File: config.mk
export PLATFORM = sky130hd
export DESIGN_NAME = csa_result_reader_flat
export DESIGN_NICKNAME = d
export VERILOG_FILES = /design/src/rtl/csa_result_reader_if.sv /design/src/rtl/csa_result_reader.sv /design/src/flat_wrapper.sv
export SDC_FILE = /design/constraint.sdc
export NUM_CORES = 1
export LEC_CHECK = 0
export ABC_AREA = 1
export BUFFER_PORTS_ARGS = -buffer_cell sky130_fd_sc_hd__buf_4
export CORE_ASPECT_RATIO = 0.9
export CORE_MARGIN = 10
export CORE_UTILIZATION = 50
export DETAILED_ROUTE_END_ITERATION = 8
export GPL_ROUTABILITY_DRIVEN = 0
export PLACE_DENSITY = 0.72
export REMOVE_ABC_BUFFERS = 1
export SETUP_SLACK_MARGIN = 0.4
export SYNTH_ARGS = -nofsm -noshare
export SYNTH_HDL_FRONTEND = slang
export SYNTH_SLANG_ARGS = --single-unit
File: constraint.sdc
create_clock -name S_AXI_ACLK -period 4.54 [get_ports S_AXI_ACLK]
set_input_delay 0.227 -clock S_AXI_ACLK [delete_from_list [all_inputs] [get_ports S_AXI_ACLK]]
set_output_delay 0.227 -clock S_AXI_ACLK [all_outputs]
set_load 0.01 [all_outputs]
File: src/rtl/csa_result_reader_if.sv
// csa_result_reader_if
// Bundles the two streams that cross the result reader boundary:
//   - result stream from the CSA engine: result_in (48 bits), result_valid strobe
//   - register read port from the AXI-lite slave: ren, raddr -> rdata, rvalid
// Modports:
//   master : the side producing results and issuing register reads
//   slave  : the result reader itself (consumes results, answers reads)
interface csa_result_reader_if #(
    parameter int ADDR_BITS = 4,
    parameter int DATA_W    = 32
) ();
    logic [47:0]          result_in;
    logic                 result_valid;
    logic                 ren;
    logic [ADDR_BITS-1:0] raddr;
    logic [DATA_W-1:0]    rdata;
    logic                 rvalid;

    modport master (
        output result_in, result_valid, ren, raddr,
        input  rdata, rvalid
    );

    modport slave (
        input  result_in, result_valid, ren, raddr,
        output rdata, rvalid
    );
endinterface

File: src/rtl/csa_result_reader.sv
// csa_result_reader
// Captures 48-bit CSA results into a buffer, presents them as a little-endian
// packed byte stream and serves that stream as 32-bit words through a register
// read port, together with progress and overflow/underflow status.
// Ports:
//   S_AXI_ACLK     clock, rising edge
//   S_AXI_ARESETN  asynchronous active-low reset
//   arm            pulse: clear counters/flags, resample item_total, start a run
//   item_total     results expected for the run (clamped to MAX_ITEMS)
//   bus            result stream in + register read port (slave modport)
//   done           all results captured and not yet fully drained
//   overflow       sticky: result strobed outside collection
//   underflow      sticky: DATA read with no complete word available
// Register map: 0 STATUS, 1 DATA, 2 AVAIL, 3 TOTAL, others read 0.
module csa_result_reader #(
    parameter int C_S_AXI_DATA_WIDTH = 32,
    parameter int OPT_MEM_ADDR_BITS  = 3,
    parameter int MAX_ITEMS          = 16
) (
    input  logic               S_AXI_ACLK,
    input  logic               S_AXI_ARESETN,
    input  logic               arm,
    input  logic [15:0]        item_total,
    csa_result_reader_if.slave bus,
    output logic               done,
    output logic               overflow,
    output logic               underflow
);
    localparam int AW        = OPT_MEM_ADDR_BITS + 1;
    localparam int WORDS_MAX = (3 * MAX_ITEMS + 1) / 2;
    localparam int IW        = (MAX_ITEMS > 1) ? $clog2(MAX_ITEMS) : 1;

    localparam logic [AW-1:0] REG_STATUS = AW'(0);
    localparam logic [AW-1:0] REG_DATA   = AW'(1);
    localparam logic [AW-1:0] REG_AVAIL  = AW'(2);
    localparam logic [AW-1:0] REG_TOTAL  = AW'(3);

    typedef enum logic [1:0] {S_IDLE, S_COLLECT, S_DONE} state_t;

    state_t                        state_reg, state_next;
    logic [15:0]                   total_reg, total_next;
    logic [15:0]                   item_count_reg, item_count_next;
    logic [15:0]                   rd_word_reg, rd_word_next;
    logic                          overflow_reg, overflow_next;
    logic                          underflow_reg, underflow_next;
    logic [C_S_AXI_DATA_WIDTH-1:0] rdata_reg, rdata_next;
    logic                          rvalid_reg, rvalid_next;
    logic                          wr_en;

    // One entry per result; the packed byte stream is simply the entries laid
    // end to end, so word w is bits [32w +: 32] of the flattened buffer.
    logic [47:0]              mem [MAX_ITEMS];
    logic [32*WORDS_MAX-1:0]  flat;
    logic [31:0]              word_arr [WORDS_MAX];
    logic [31:0]              word_sel;
    logic [31:0]              word_masked;
    logic [17:0]              bytes_valid;
    logic [15:0]              words_total;
    logic [15:0]              words_avail;
    logic [15:0]              clamped_total;
    logic [31:0]              status_word;

    always_ff @(posedge S_AXI_ACLK) begin
        if (wr_en) begin
            mem[item_count_reg[IW-1:0]] <= bus.result_in;
        end
    end

    generate
        for (genvar gi = 0; gi < MAX_ITEMS; gi++) begin : g_flat
            assign flat[48*gi +: 48] = mem[gi];
        end
        if ((MAX_ITEMS % 2) != 0) begin : g_pad
            assign flat[32*WORDS_MAX-1 -: 16] = '0;
        end
        for (genvar gi = 0; gi < WORDS_MAX; gi++) begin : g_words
            assign word_arr[gi] = flat[32*gi +: 32];
        end
    endgenerate

    always_comb begin
        word_sel = '0;
        for (int i = 0; i < WORDS_MAX; i++) begin
            if (rd_word_reg == 16'(i)) begin
                word_sel = word_arr[i];
            end
        end
    end

    // Lanes beyond the captured bytes read as zero; this hides stale buffer
    // contents and zero-pads the last word of an odd-length run.
    assign bytes_valid = {2'b00, item_count_reg} * 18'd6;

    generate
        for (genvar gi = 0; gi < 4; gi++) begin : g_lane
            assign word_masked[8*gi +: 8] =
                (({rd_word_reg, 2'b00} + 18'(gi)) < bytes_valid) ? word_sel[8*gi +: 8] : 8'h00;
        end
    endgenerate

    assign words_total   = 16'((({2'b00, total_reg} * 18'd3) + 18'd1) >> 1);
    // Outside COLLECT every result of the run is present, so the whole run is readable.
    assign words_avail   = (state_reg == S_COLLECT)
                         ? 16'(({2'b00, item_count_reg} * 18'd3) >> 1)
                         : words_total;
    assign clamped_total = (item_total > 16'(MAX_ITEMS)) ? 16'(MAX_ITEMS) : item_total;
    assign status_word   = {overflow_reg, underflow_reg, (state_reg == S_DONE),
                            (state_reg == S_COLLECT), 12'b0, item_count_reg};

    always_comb begin
        state_next      = state_reg;
        total_next      = total_reg;
        item_count_next = item_count_reg;
        rd_word_next    = rd_word_reg;
        overflow_next   = overflow_reg;
        underflow_next  = underflow_reg;
        rdata_next      = '0;
        rvalid_next     = bus.ren;
        wr_en           = 1'b0;

        if (arm) begin
            // Restart dominates: any concurrent result or read is ignored.
            total_next      = clamped_total;
            item_count_next = '0;
            rd_word_next    = '0;
            overflow_next   = 1'b0;
            underflow_next  = 1'b0;
            state_next      = (clamped_total != 16'd0) ? S_COLLECT : S_IDLE;
        end else begin
            if (bus.result_valid) begin
                if (state_reg == S_COLLECT) begin
                    wr_en           = 1'b1;
                    item_count_next = item_count_reg + 16'd1;
                    if (item_count_reg + 16'd1 == total_reg) begin
                        state_next = S_DONE;
                    end
                end else begin
                    overflow_next = 1'b1;
                end
            end

            // Reads see pre-write availability, so a same-cycle result never
            // makes its own bytes readable early.
            if (bus.ren) begin
                case (bus.raddr)
                    REG_STATUS: rdata_next = status_word;
                    REG_DATA: begin
                        if (rd_word_reg < words_avail) begin
                            rdata_next   = word_masked;
                            rd_word_next = rd_word_reg + 16'd1;
                            if ((state_reg == S_DONE) && (rd_word_reg == words_total - 16'd1)) begin
                                state_next = S_IDLE;
                            end
                        end else begin
                            underflow_next = 1'b1;
                        end
                    end
                    REG_AVAIL:  rdata_next = {16'b0, words_avail - rd_word_reg};
                    REG_TOTAL:  rdata_next = {16'b0, total_reg};
                    default:    rdata_next = '0;
                endcase
            end
        end
    end

    always_ff @(posedge S_AXI_ACLK or negedge S_AXI_ARESETN) begin
        if (!S_AXI_ARESETN) begin
            state_reg      <= S_IDLE;
            total_reg      <= '0;
            item_count_reg <= '0;
            rd_word_reg    <= '0;
            overflow_reg   <= 1'b0;
            underflow_reg  <= 1'b0;
            rdata_reg      <= '0;
            rvalid_reg     <= 1'b0;
        end else begin
            state_reg      <= state_next;
            total_reg      <= total_next;
            item_count_reg <= item_count_next;
            rd_word_reg    <= rd_word_next;
            overflow_reg   <= overflow_next;
            underflow_reg  <= underflow_next;
            rdata_reg      <= rdata_next;
            rvalid_reg     <= rvalid_next;
        end
    end

    assign bus.rdata  = rdata_reg;
    assign bus.rvalid = rvalid_reg;
    assign done       = (state_reg == S_DONE);
    assign overflow   = overflow_reg;
    assign underflow  = underflow_reg;
endmodule
File: src/flat_wrapper.sv
// flat-port wrapper written by rule: the top's interface ports become plain ports
module csa_result_reader_flat 
#(
    parameter int C_S_AXI_DATA_WIDTH = 32,
    parameter int OPT_MEM_ADDR_BITS  = 3,
    parameter int MAX_ITEMS          = 16
)
  (S_AXI_ACLK, S_AXI_ARESETN, arm, item_total, done, overflow, underflow, bus_result_in, bus_result_valid, bus_ren, bus_raddr, bus_rdata, bus_rvalid);
  csa_result_reader_if bus_i ();
  input  logic S_AXI_ACLK;
  input  logic S_AXI_ARESETN;
  input  logic arm;
  input  logic [15:0] item_total;
  output logic done;
  output logic overflow;
  output logic underflow;
  input wire logic [$bits(bus_i.result_in)-1:0] bus_result_in;
  input wire logic [$bits(bus_i.result_valid)-1:0] bus_result_valid;
  input wire logic [$bits(bus_i.ren)-1:0] bus_ren;
  input wire logic [$bits(bus_i.raddr)-1:0] bus_raddr;
  output wire logic [$bits(bus_i.rdata)-1:0] bus_rdata;
  output wire logic [$bits(bus_i.rvalid)-1:0] bus_rvalid;
  assign bus_i.result_in = bus_result_in;
  assign bus_i.result_valid = bus_result_valid;
  assign bus_i.ren = bus_ren;
  assign bus_i.raddr = bus_raddr;
  assign bus_rdata = bus_i.rdata;
  assign bus_rvalid = bus_i.rvalid;
  csa_result_reader #(.C_S_AXI_DATA_WIDTH(C_S_AXI_DATA_WIDTH), .OPT_MEM_ADDR_BITS(OPT_MEM_ADDR_BITS), .MAX_ITEMS(MAX_ITEMS)) u_core (.S_AXI_ACLK(S_AXI_ACLK), .S_AXI_ARESETN(S_AXI_ARESETN), .arm(arm), .item_total(item_total), .bus(bus_i), .done(done), .overflow(overflow), .underflow(underflow));
endmodule
# Word level (Yosys, flattened, before mapping)
# Memory sizes are Yosys's and may differ from the RTL's.
# Index checks and enable logic that the tools add are counted.
dict set report classes {
  n_addsub 8
  n_mul 3
  div_mod_pow 0
  magnitude_cmp 6
  n_eq_ne 32
  shift 0
  muxes 62
  bitwise_logic 0
  reduce_logical 13
}
# operator count
set op_table {}
lappend op_table {{two-way mux 32 bit} 27}
lappend op_table {{two-way mux 16 bit} 9}
lappend op_table {{== test 16 x 4 -> 1 bit, second input constant} 8}
lappend op_table {{== test 16 x 5 -> 1 bit, second input constant} 8}
lappend op_table {{one-hot mux 32 bit (4 select lines)} 1}
lappend op_table {{< comparator 18 bit} 4}
lappend op_table {{== test 16 x 3 -> 1 bit, second input constant} 4}
lappend op_table {{multiplier 16 x 2 -> 17 bit, second input constant} 3}
lappend op_table {{adder 18 x 2 -> 18 bit, second input constant} 2}
lappend op_table {{adder 16 x 1 -> 16 bit, second input constant} 2}
lappend op_table {{== test 16 bit} 2}
lappend op_table {{== test 16 x 2 -> 1 bit, second input constant} 2}
lappend op_table {{two-way mux 8 bit} 4}
lappend op_table {{adder 18 x 1 -> 18 bit, second input constant} 1}
lappend op_table {{adder 17 x 1 -> 17 bit, second input constant} 1}
lappend op_table {{== test 16 x 1 -> 1 bit, second input constant} 1}
lappend op_table {{greater-than comparator 16 x 5 -> 1 bit, second input constant} 1}
lappend op_table {{logical NOT 16 bit} 1}
lappend op_table {{< comparator 16 bit} 1}
lappend op_table {{two-way mux 2 bit} 8}
lappend op_table {{nonzero test 16 bit} 1}
lappend op_table {{subtractor 16 x 1 -> 16 bit, second input constant} 1}
lappend op_table {{subtractor 16 bit} 1}
lappend op_table {{two-way mux 1 bit} 13}
lappend op_table {{10 further kinds} 18}
dict set report totals {
  register_bits 85
  latchBits 0
  ramBits 768
  romBits 0
  input_bits 73
  out_inout_bits 36
  mem_count 1
}
# memory depth word_bits read_ports rd_clocked_by_memory_dff write_ports line_no
set mem_list {}
lappend mem_list {u_core.mem 16 48 16 0 1 csa_result_reader.sv:52} ;# logic [47:0] mem [MAX_ITEMS];

# Logic depth before layout (Yosys ltp)
# Gate-level depths: netlist of run 1.
dict set report logic_depth {
  ltp_word 30
  mapped_depth 41
  depth_no_buf 40
}

# Worst setup path before layout of run 1
# Ideal clock, no wire load.
dict set report synth_timing {
  kind {reg2reg}
  start {register u_core.item_count_reg[2]}
  end {register u_core.rd_word_reg[14]}
  t_arrival_ns 4.612
  slack_ns -0.194
  path_stages_with_launch 39
  synth_period_minus_slack_ns 4.734
  cell_sequence {dfrtp_1 > inv_1 > ha_1 > nand3_1 > nand3_1 > a21oi_1 > o21ai_0 > nand2_1 > nand2_1 > a21oi_1 > nor2_1 > o21ai_0 > nand2_1 > a21oi_1 > o21ai_0 > a21oi_1 > o21bai_1 > nand2_1 > [... 3 more ...] > o21ai_0 > ha_1 > nand2_1 > nor2_1 > inv_1 > o21ai_1 > and2_2 > nand2_2 > nand2_4 > nand4_1 > nor2_2 > inv_2 > nor2_4 > nand3_2 > nor3_2 > nand2_1 > o21ai_1 > a21oi_1}
}
dict set report synth_via {
  elab_chain_len 5
}
# item line_no
set synth_lines {}
lappend synth_lines {{start, declared} csa_result_reader.sv:42} ;# logic [15:0] item_count_reg, item_count_next;
lappend synth_lines {{start signal, assigned} csa_result_reader.sv:179} ;# item_count_reg <= item_count_next;
lappend synth_lines {{multiplier 16 x 2 -> 17 bit} csa_result_reader.sv:104} ;# ? 16'(({2'b00, item_count_reg} * 18'd3) >> 1)
lappend synth_lines {{two-way mux 16 bit} csa_result_reader.sv:104}
lappend synth_lines {{< comparator 16 bit} csa_result_reader.sv:148} ;# if (rd_word_reg < words_avail) begin
lappend synth_lines {{nonzero test 2 bit (no source line)} n/a}
lappend synth_lines {{AND reduction 3 bit (no source line)} n/a}
lappend synth_lines {{end signal, assigned} csa_result_reader.sv:180} ;# rd_word_reg <= rd_word_next;
lappend synth_lines {{end, declared} csa_result_reader.sv:43} ;# logic [15:0] rd_word_reg, rd_word_next;
# No other way between the ends.
# A chain may end at the register's enable or synchronous reset.

# Worst setup path after layout of run 1
dict set report layout_timing {
  start {register u_core.item_count_reg[1]}
  end {register u_core.rd_word_reg[14]}
}
# Same word-level chain as after synthesis.

==> metrics.txt, run 1 <==
Post-synth ARST share=0.0996; row cnt=96; crit path to=u_core.rd_word_reg[14]; final worst-path cycle share=1.12; CP peak stage delay=0.46 ns; total die area=slightly below 0.09 mm²; Sw Pwr=4450 µW; gr usage total=0.216; initial antenna violation count=0; Gate power share=0.125; clock share of power=0.389; worst slew pin tran=1.30 ns; Antenna Cells=0; root buffer cell=clkbuf_16; count of final hold-check violations=0; post-DP HPWL=63.8 mm; DRT Pass-1 Iters=7; PwrDens=390 mW/mm²; number of synthesized flops with an enable pin=about 770; fin worst setup slack=-0.559 ns; fin crit period=~5 ns; DP Area=0.0414 mm²; reg2reg setup slack=-0.56 ns; fmax=0.196 GHz; cell-internal power=13,300 µW; RSZ-0062 raised after global routing=true; TritonCTS buffer count=88; Clk pin slew, worst setup/hold paths=roughly 0.070 ns; final setup fails=49; count of state elements after synthesis=about 850; Crit Path Max Fanout=4; Final nets=4,093; R2R cell count=34; Slew Limit Headroom=0.135; mux cell area share after synthesis=0.00130; Core Region=0.0764 mm²; Final Power=between 15,000 and 20,000 µW; CP arrival=~5.6 ns; final WL=98.7 mm; max-cap check violation count=0; Crit Path Class=flip-flop to flip-flop; area share of fa/ha/maj cells after synthesis=0.0259; Die Span X=313 µm; Synth Area in Simple Gates=0.170; # DRC=0; Crit-path slowest cell=dfrtp_2; clock sinks=between 800 and 900; Final Slew Violations=0; Cells after Synth=3,633; DR WL/cell=19.6 µm; Compound-Gate Fraction of Synth Area=0.0874; Layout Cells excl Fill=5,037; ys flop type=edfxtp_1; main combinational cell family by area after synthesis=simple AND/OR/NAND/NOR gates; synthesized area per cell=10.6 µm²; failing checks=setup timing; Yosys cell types=64; status=complete, but fails checks; synth warn=0; H-Tree Level Count=3; total grt overflow=0; CTS tree=built; vias=27,600; Via density=approximately 5.5; number of antenna-violating nets in the routed design=0; xor-xnor portion of the synthesized cell area=0.0166; Cell Area, Synth=0.0386 mm²; vias in the first global route=27,300; ratio of cells with drive above 1 in the final layout=0.156; largest net degree at the start of global routing=65; Crit. Startpoint=u_core.item_count_reg[1]; worst hold slack=around 0.027 ns; Max VDD drop=0.000477 V; post-route core utilization=0.595; LEAKAGE=about 0.018 µW; clock latency at the later pin of the worst-skew pair=about 0.66 ns; synthesis-to-layout area growth=17.7%; Sw Ratio=0.251; max FFs per register=768; Cells after DPL=approximately 4,800; RR Startpoint=u_core.item_count_reg[1]; Worst Path Required=between 5 and 6 ns; Starting DRT DRC Count=~2,200; buffers added on ports=108; Top cell by count, worst path=a21oi_2; I/O pin total=109; Die Y=284 µm; Crit. End Element=flip-flop; Startpoint Class=flip-flop; Final Cell Area=roughly 0.045 mm²; Setup Skew=0.0569 ns; fill count=6,030; first-pass GRT wire length=153 mm; Reg power frac=0.486; clk buf depth=3; Hold WC Path Type=input port to flip-flop; FF-to-FF End=u_core.rd_word_reg[14]; Starting Density=0.506; Seq/Total Area, Yosys=0.652
[cell usage after synthesis, types with 4 or more instances]
library cell	count	area share
nand2_1	1092	0.11
edfxtp_1	768	0.60
nor2_1	269	0.026
a21oi_1	249	0.032
inv_1	230	0.022
o21ai_0	175	0.023
nand3_1	114	0.015
o21ai_1	88	0.011
dfrtp_1	85	0.055
ha_1	75	0.024
clkbuf_1	72	0.0070
xor2_1	61	0.014
buf_2	46	0.0060
o22ai_1	44	0.0071
buf_4	23	0.0045
nor3_1	20	0.0026
nand4_1	18	0.0029
nand3b_1	17	0.0033
inv_2	16	0.0016
o221ai_1	16	0.0036
or2_2	15	0.0024
xnor2_1	12	0.0027
o21bai_1	11	0.0021
buf_6	10	0.0029
nor2_2	10	0.0016
a21o_1	8	0.0016
nand2_2	7	0.0011
nor3_2	6	0.0016
a211oi_1	5	0.00097
mux2i_1	5	0.0013
o211ai_1	5	0.00097
nor2_4	4	0.0012
nor2_8	4	0.0021
[layer usage]
metal,GRT usage,up-vias,share of wire
li1,-,13000,-
met2,0.368,974,0.49
met4,0.0775,0,0.033
met5,0,-,0
met3,0.0334,232,0.064
met1,0.279,13400,0.41
[logic make-up (layout without fill, tap and decap cells)]
family,count (synthesis),count (layout)
flip-flops,853,853
XOR/XNOR,73,73
buffers and inverters,406,781
AO/OA/AOI/OAI,622,622
AND/OR/NAND/NOR,1596,1596
multiplexers,5,5
adder cells (fa/ha/maj),78,78
[cell usage in the layout (no fill, tap or decap), drive strengths merged, types with 3 or more instances in the layout]
master,count
o21bai,11
a21boi,4
or2,21
xnor2,12
xor2,61
bufinv,3
nor4,3
mux2i,5
nand4,19
o221ai,16
o21ai,266
clkbuf,119
ha,75
a21oi,251
a211oi,5
clkinvlp,3
o211ai,5
inv,249
dfrtp,85
a21o,8
nand2,1102
nor3,26
edfxtp,768
buf,317
clkinv,32
o22ai,44
fa,3
o2111ai,3
nand3,117
nand3b,17
dlygate4sd3,58
nor2,287
[area by class of cell]
cell class                 instances  area, µm²  share of cell area
clock buffer                     118       2380              0.0525
clock inverter                    38        365             0.00804
inverter                         249        938              0.0206
multi-input combinational       2374      12200               0.268
sequential                       853      25200               0.554
tap                             1029       1290              0.0283
timing repair buffer             376       3130              0.0687
[worst min-delay path by stage]
stage,startpoint,end,slack [ns],cells past startpoint
after floorplan,S_AXI_ARESETN,u_core.bus.rdata[0],-0.07,0
after global placement,S_AXI_ARESETN,u_core.total_reg[14],0.35,1
after detailed placement,S_AXI_ARESETN,u_core.total_reg[14],0.35,1
after CTS,item_total[8],u_core.total_reg[4],0.005,5
after global routing,bus_raddr[1],u_core.bus.rdata[29],0.07,5
final,item_total[8],u_core.total_reg[4],0.03,5
[per-stage QoR]
step           worst slack [ns]  TNS [ns]
4_1_cts                  -0.338     -6.40
2_1_floorplan            -0.918    -24.73
3_5_place_dp             -0.561    -16.09
3_3_place_gp             -0.478    -11.78
5_1_grt                  -0.896    -30.02
6_report                 -0.559    -15.41
[worst max-delay path, delay by kind of cell (launching register included)]
family | cells | cell delay, ns
AO/OA/AOI/OAI | 16 | 1.88
AND/OR/NAND/NOR | 11 | 1.28
adder cells (fa/ha/maj) | 2 | 0.71
flip-flops | 1 | 0.46
buffers and inverters | 3 | 0.27
XOR/XNOR | 1 | 0.23
multiplexers | 1 | 0.12
[what timing repair did]
item,in CTS,in global routing
pin swaps,20,48
cloned,1,1
buffers inserted,29,16
hold buffers,58,0
endpoints found under the setup margin,50,50
gates resized for setup,58,72
hold endpoints to repair,804,0
[power groups by stage]
stage | Clock, µW | Sequential, µW | Combinational (µW)
global placement | 0 | 8780 | 2080
detailed placement | 0 | 8780 | 2110
finish | 6890 | 8620 | 2220
floorplan | 0 | 8790 | 1310
global route | 7280 | 8620 | 2540
CTS | 6980 | 8620 | 2200
Note: power is estimated with default switching activity, not from simulation.
==> inputs of run 2 (changes only) <==
--- a/config.mk
+++ b/config.mk
@@ -6,10 +6,12 @@
 export NUM_CORES = 1
 export LEC_CHECK = 0
 export ABC_AREA = 1
+export ABC_CLOCK_PERIOD_IN_PS = 4190
 export BUFFER_PORTS_ARGS = -buffer_cell sky130_fd_sc_hd__buf_4
 export CORE_ASPECT_RATIO = 0.9
 export CORE_MARGIN = 10
 export CORE_UTILIZATION = 50
+export CTS_BUF_LIST = sky130_fd_sc_hd__clkbuf_8
 export DETAILED_ROUTE_END_ITERATION = 8
 export GPL_ROUTABILITY_DRIVEN = 0
 export PLACE_DENSITY = 0.72
==> constraint.sdc (replaced) <==
create_clock -name S_AXI_ACLK -period 4.19 [get_ports S_AXI_ACLK]
set_input_delay 0.2095 -clock S_AXI_ACLK [delete_from_list [all_inputs] [get_ports S_AXI_ACLK]]
set_output_delay 0.2095 -clock S_AXI_ACLK [all_outputs]
set_load 0.01 [all_outputs]
==> metrics.txt, run 2 (synthesis results as in run 1) <==
largest net degree at the start of global routing=65 (unchanged); RR Startpoint=u_core.item_count_reg[1]; Startpoint Class=flip-flop; CTS tree=built; crit path buf inv count=5 (+2); setup TNS=-25.23 ns (-9.82 ns); clk buf depth=3 (unchanged); most common cell after layout, fill and taps aside=nand2_1; failing checks=setup timing; CP peak stage delay=0.41 ns (-0.05 ns); final worst-path cycle share=1.17 (+0.0491); first-pass GRT wire length=156 mm (+1.8%); fmax=0.204 GHz (+3.8%); total die area=0.0888 mm² (unchanged); DR WL/cell=19.1 µm (-2.3%); fin crit period=4.91 ns (-0.187 ns); Top cell by count, worst path=o21ai_1; post-route core utilization=0.601 (+0.00624); Clk pin slew, worst setup/hold paths=0.06 ns (about the same); Starting DRT DRC Count=2,255 (+2.0%); reg2reg setup slack=-0.72 ns (-0.16 ns); H-Tree Level Count=4 (+1); initial antenna violation count=2 (+2); TritonCTS buffer count=137 (+56%); Final Slew Violations=0 (unchanged); number of antenna-violating nets in the routed design=0 (unchanged); Via density=5.42 (-1.2%); status=complete, but fails checks; Critical Path Stages=35 (+2.9%); # DRC=0 (unchanged); synthesis-to-layout area growth=19.0%; clock sinks=853 (unchanged); RSZ-0062 raised after global routing=true; count of final hold-check violations=0 (unchanged); post-DP HPWL=65.3 mm (+2.3%); buffers added on ports=108 (unchanged); Die Y=284 µm (unchanged); Crit Path Max Fanout=3 (-1); clock latency at the later pin of the worst-skew pair=0.80 ns (+0.14 ns); Slew Limit Headroom=0.0725 (-0.0623); max-cap check violation count=0 (unchanged); final setup fails=50 (+2.0%); fin worst setup slack=-0.722 ns (-0.163 ns); worst slew pin tran=1.39 ns (+0.0933 ns); gr usage total=0.220 (+0.00371); CP arrival=5.64 ns (about the same); I/O pin total=109 (unchanged); Core Region=0.0764 mm² (unchanged); PwrDens=409 mW/mm² (+4.8%); fill count=6,082 (+0.86%); ratio of cells with drive above 1 in the final layout=0.173 (+0.0173); root buffer cell=clkbuf_8; max FFs per register=768 (unchanged); vias=28,100 (+1.8%); Starting Density=0.506 (unchanged); DRT Pass-1 Iters=5 (-2); commonest cells after routing, fill and taps aside=nand2_1, edfxtp_1, buf_4; LEAKAGE=0.0185 µW (+2.9%); Crit-path slowest cell=dfrtp_1; Setup Skew=0.0422 ns (-0.0147 ns); Worst Path Required=4.92 ns (-0.16 ns); R2R cell count=35 (+2.9%); Crit. End Element=flip-flop; Final nets=4,206 (+2.8%); Hold WC Path Type=input port to asynchronous set/reset pin; final WL=99.4 mm (+0.68%); cell family with the largest share of critical-path delay=compound AO/OA/AOI/OAI gates; FF-to-FF End=u_core.rd_word_reg[13]; Max VDD drop=0.000365 V (-24%); total grt overflow=0 (unchanged); Die Span X=313 µm (unchanged); vias in the first global route=28,100 (+2.6%); Crit Path Class=flip-flop to flip-flop; row cnt=96 (unchanged)
run 2: cell types whose count changed in the layout (fill, tap and decap cells not counted), moves of 5 or more:
cell,previous run,this run
clkinv_1,13,31
a21oi_2,27,22
inv_1,226,274
dlygate4sd3_1,58,72
clkbuf_1,23,0
buf_4,297,343
clkbuf_16,89,0
clkinv_2,15,3
clkbuf_8,7,145
run 2: worst max path at each step:
stage	endpoint	slack (ns)	from
detailed placement	u_core.bus.rdata[24]	-0.91	u_core.item_count_reg[1]
global route	u_core.rd_word_reg[13]	-1.11	u_core.item_count_reg[1]
floorplan	u_core.bus.rdata[7]	-1.27	u_core.rd_word_reg[9]
global placement	u_core.bus.rdata[23]	-0.76	u_core.item_count_reg[2]
CTS	u_core.rd_word_reg[14]	-0.68	u_core.item_count_reg[1]
finish	u_core.rd_word_reg[13]	-0.72	u_core.item_count_reg[1]
run 2: what timing repair did:
action	4_1_cts	5_1_grt
gates resized for setup	83	59
hold buffers	72	0
gates cloned	1	0
buffers inserted	19	12
endpoints found under the hold margin	871	0
pin swaps	17	46
endpoints found under the setup margin	50	50
run 2: per-layer routing:
layer / vias up / global-route usage / share of wire
met5: - / 0 / 0.00013
met4: 2 / 0.0758 / 0.023
met3: 161 / 0.0384 / 0.063
met2: 979 / 0.377 / 0.50
met1: 13700 / 0.279 / 0.42
li1: 13300 / - / -
run 2: worst register-to-register path, delay by kind of cell (launching register included):
kind | cells | cell delay [ns]
xor gates and xnor gates | 1 | 0.19
adders and majority gates | 3 | 0.90
DFF | 1 | 0.41
AOI/OAI and AO/OA | 16 | 1.89
muxes | 1 | 0.10
and+or+nand+nor | 9 | 0.89
buffers and inverters | 5 | 0.50
run 2: layout make-up:
| cell class | count | area (µm²) | area share |
|---|---|---|---|
| Inverter | 249 | 943 | 0.0205 |
| Clock buffer | 145 | 2000 | 0.0434 |
| Clock inverter | 100 | 656 | 0.0143 |
| Multi-Input combinational cell | 2374 | 12200 | 0.266 |
| Timing Repair Buffer | 440 | 3660 | 0.0798 |
| Tap cell | 1029 | 1290 | 0.0280 |
| Antenna cell | 1 | 2.50 | 0.0000545 |
| Sequential cell | 853 | 25200 | 0.548 |
run 2: through the flow:
step	cells	setup slack, ns	total power (µW)	area, µm²	hold WS (ns)
after global placement	4841	-0.757	11800	41900	0.351
after CTS	5178	-0.679	18900	45600	0.0343
after detailed placement	4841	-0.906	11900	41900	0.358
after floorplan	3476	-1.27	10900	37800	-0.0861
after global routing	5191	-1.11	19600	45900	0.106
final	5191	-0.722	18800	45900	0.0604
run 2: power by group:
part	total, µW	internal, µW	switching [µW]
clock	6970	3610	3350
combinational	2470	917	1550
sequential	9340	9320	18.4
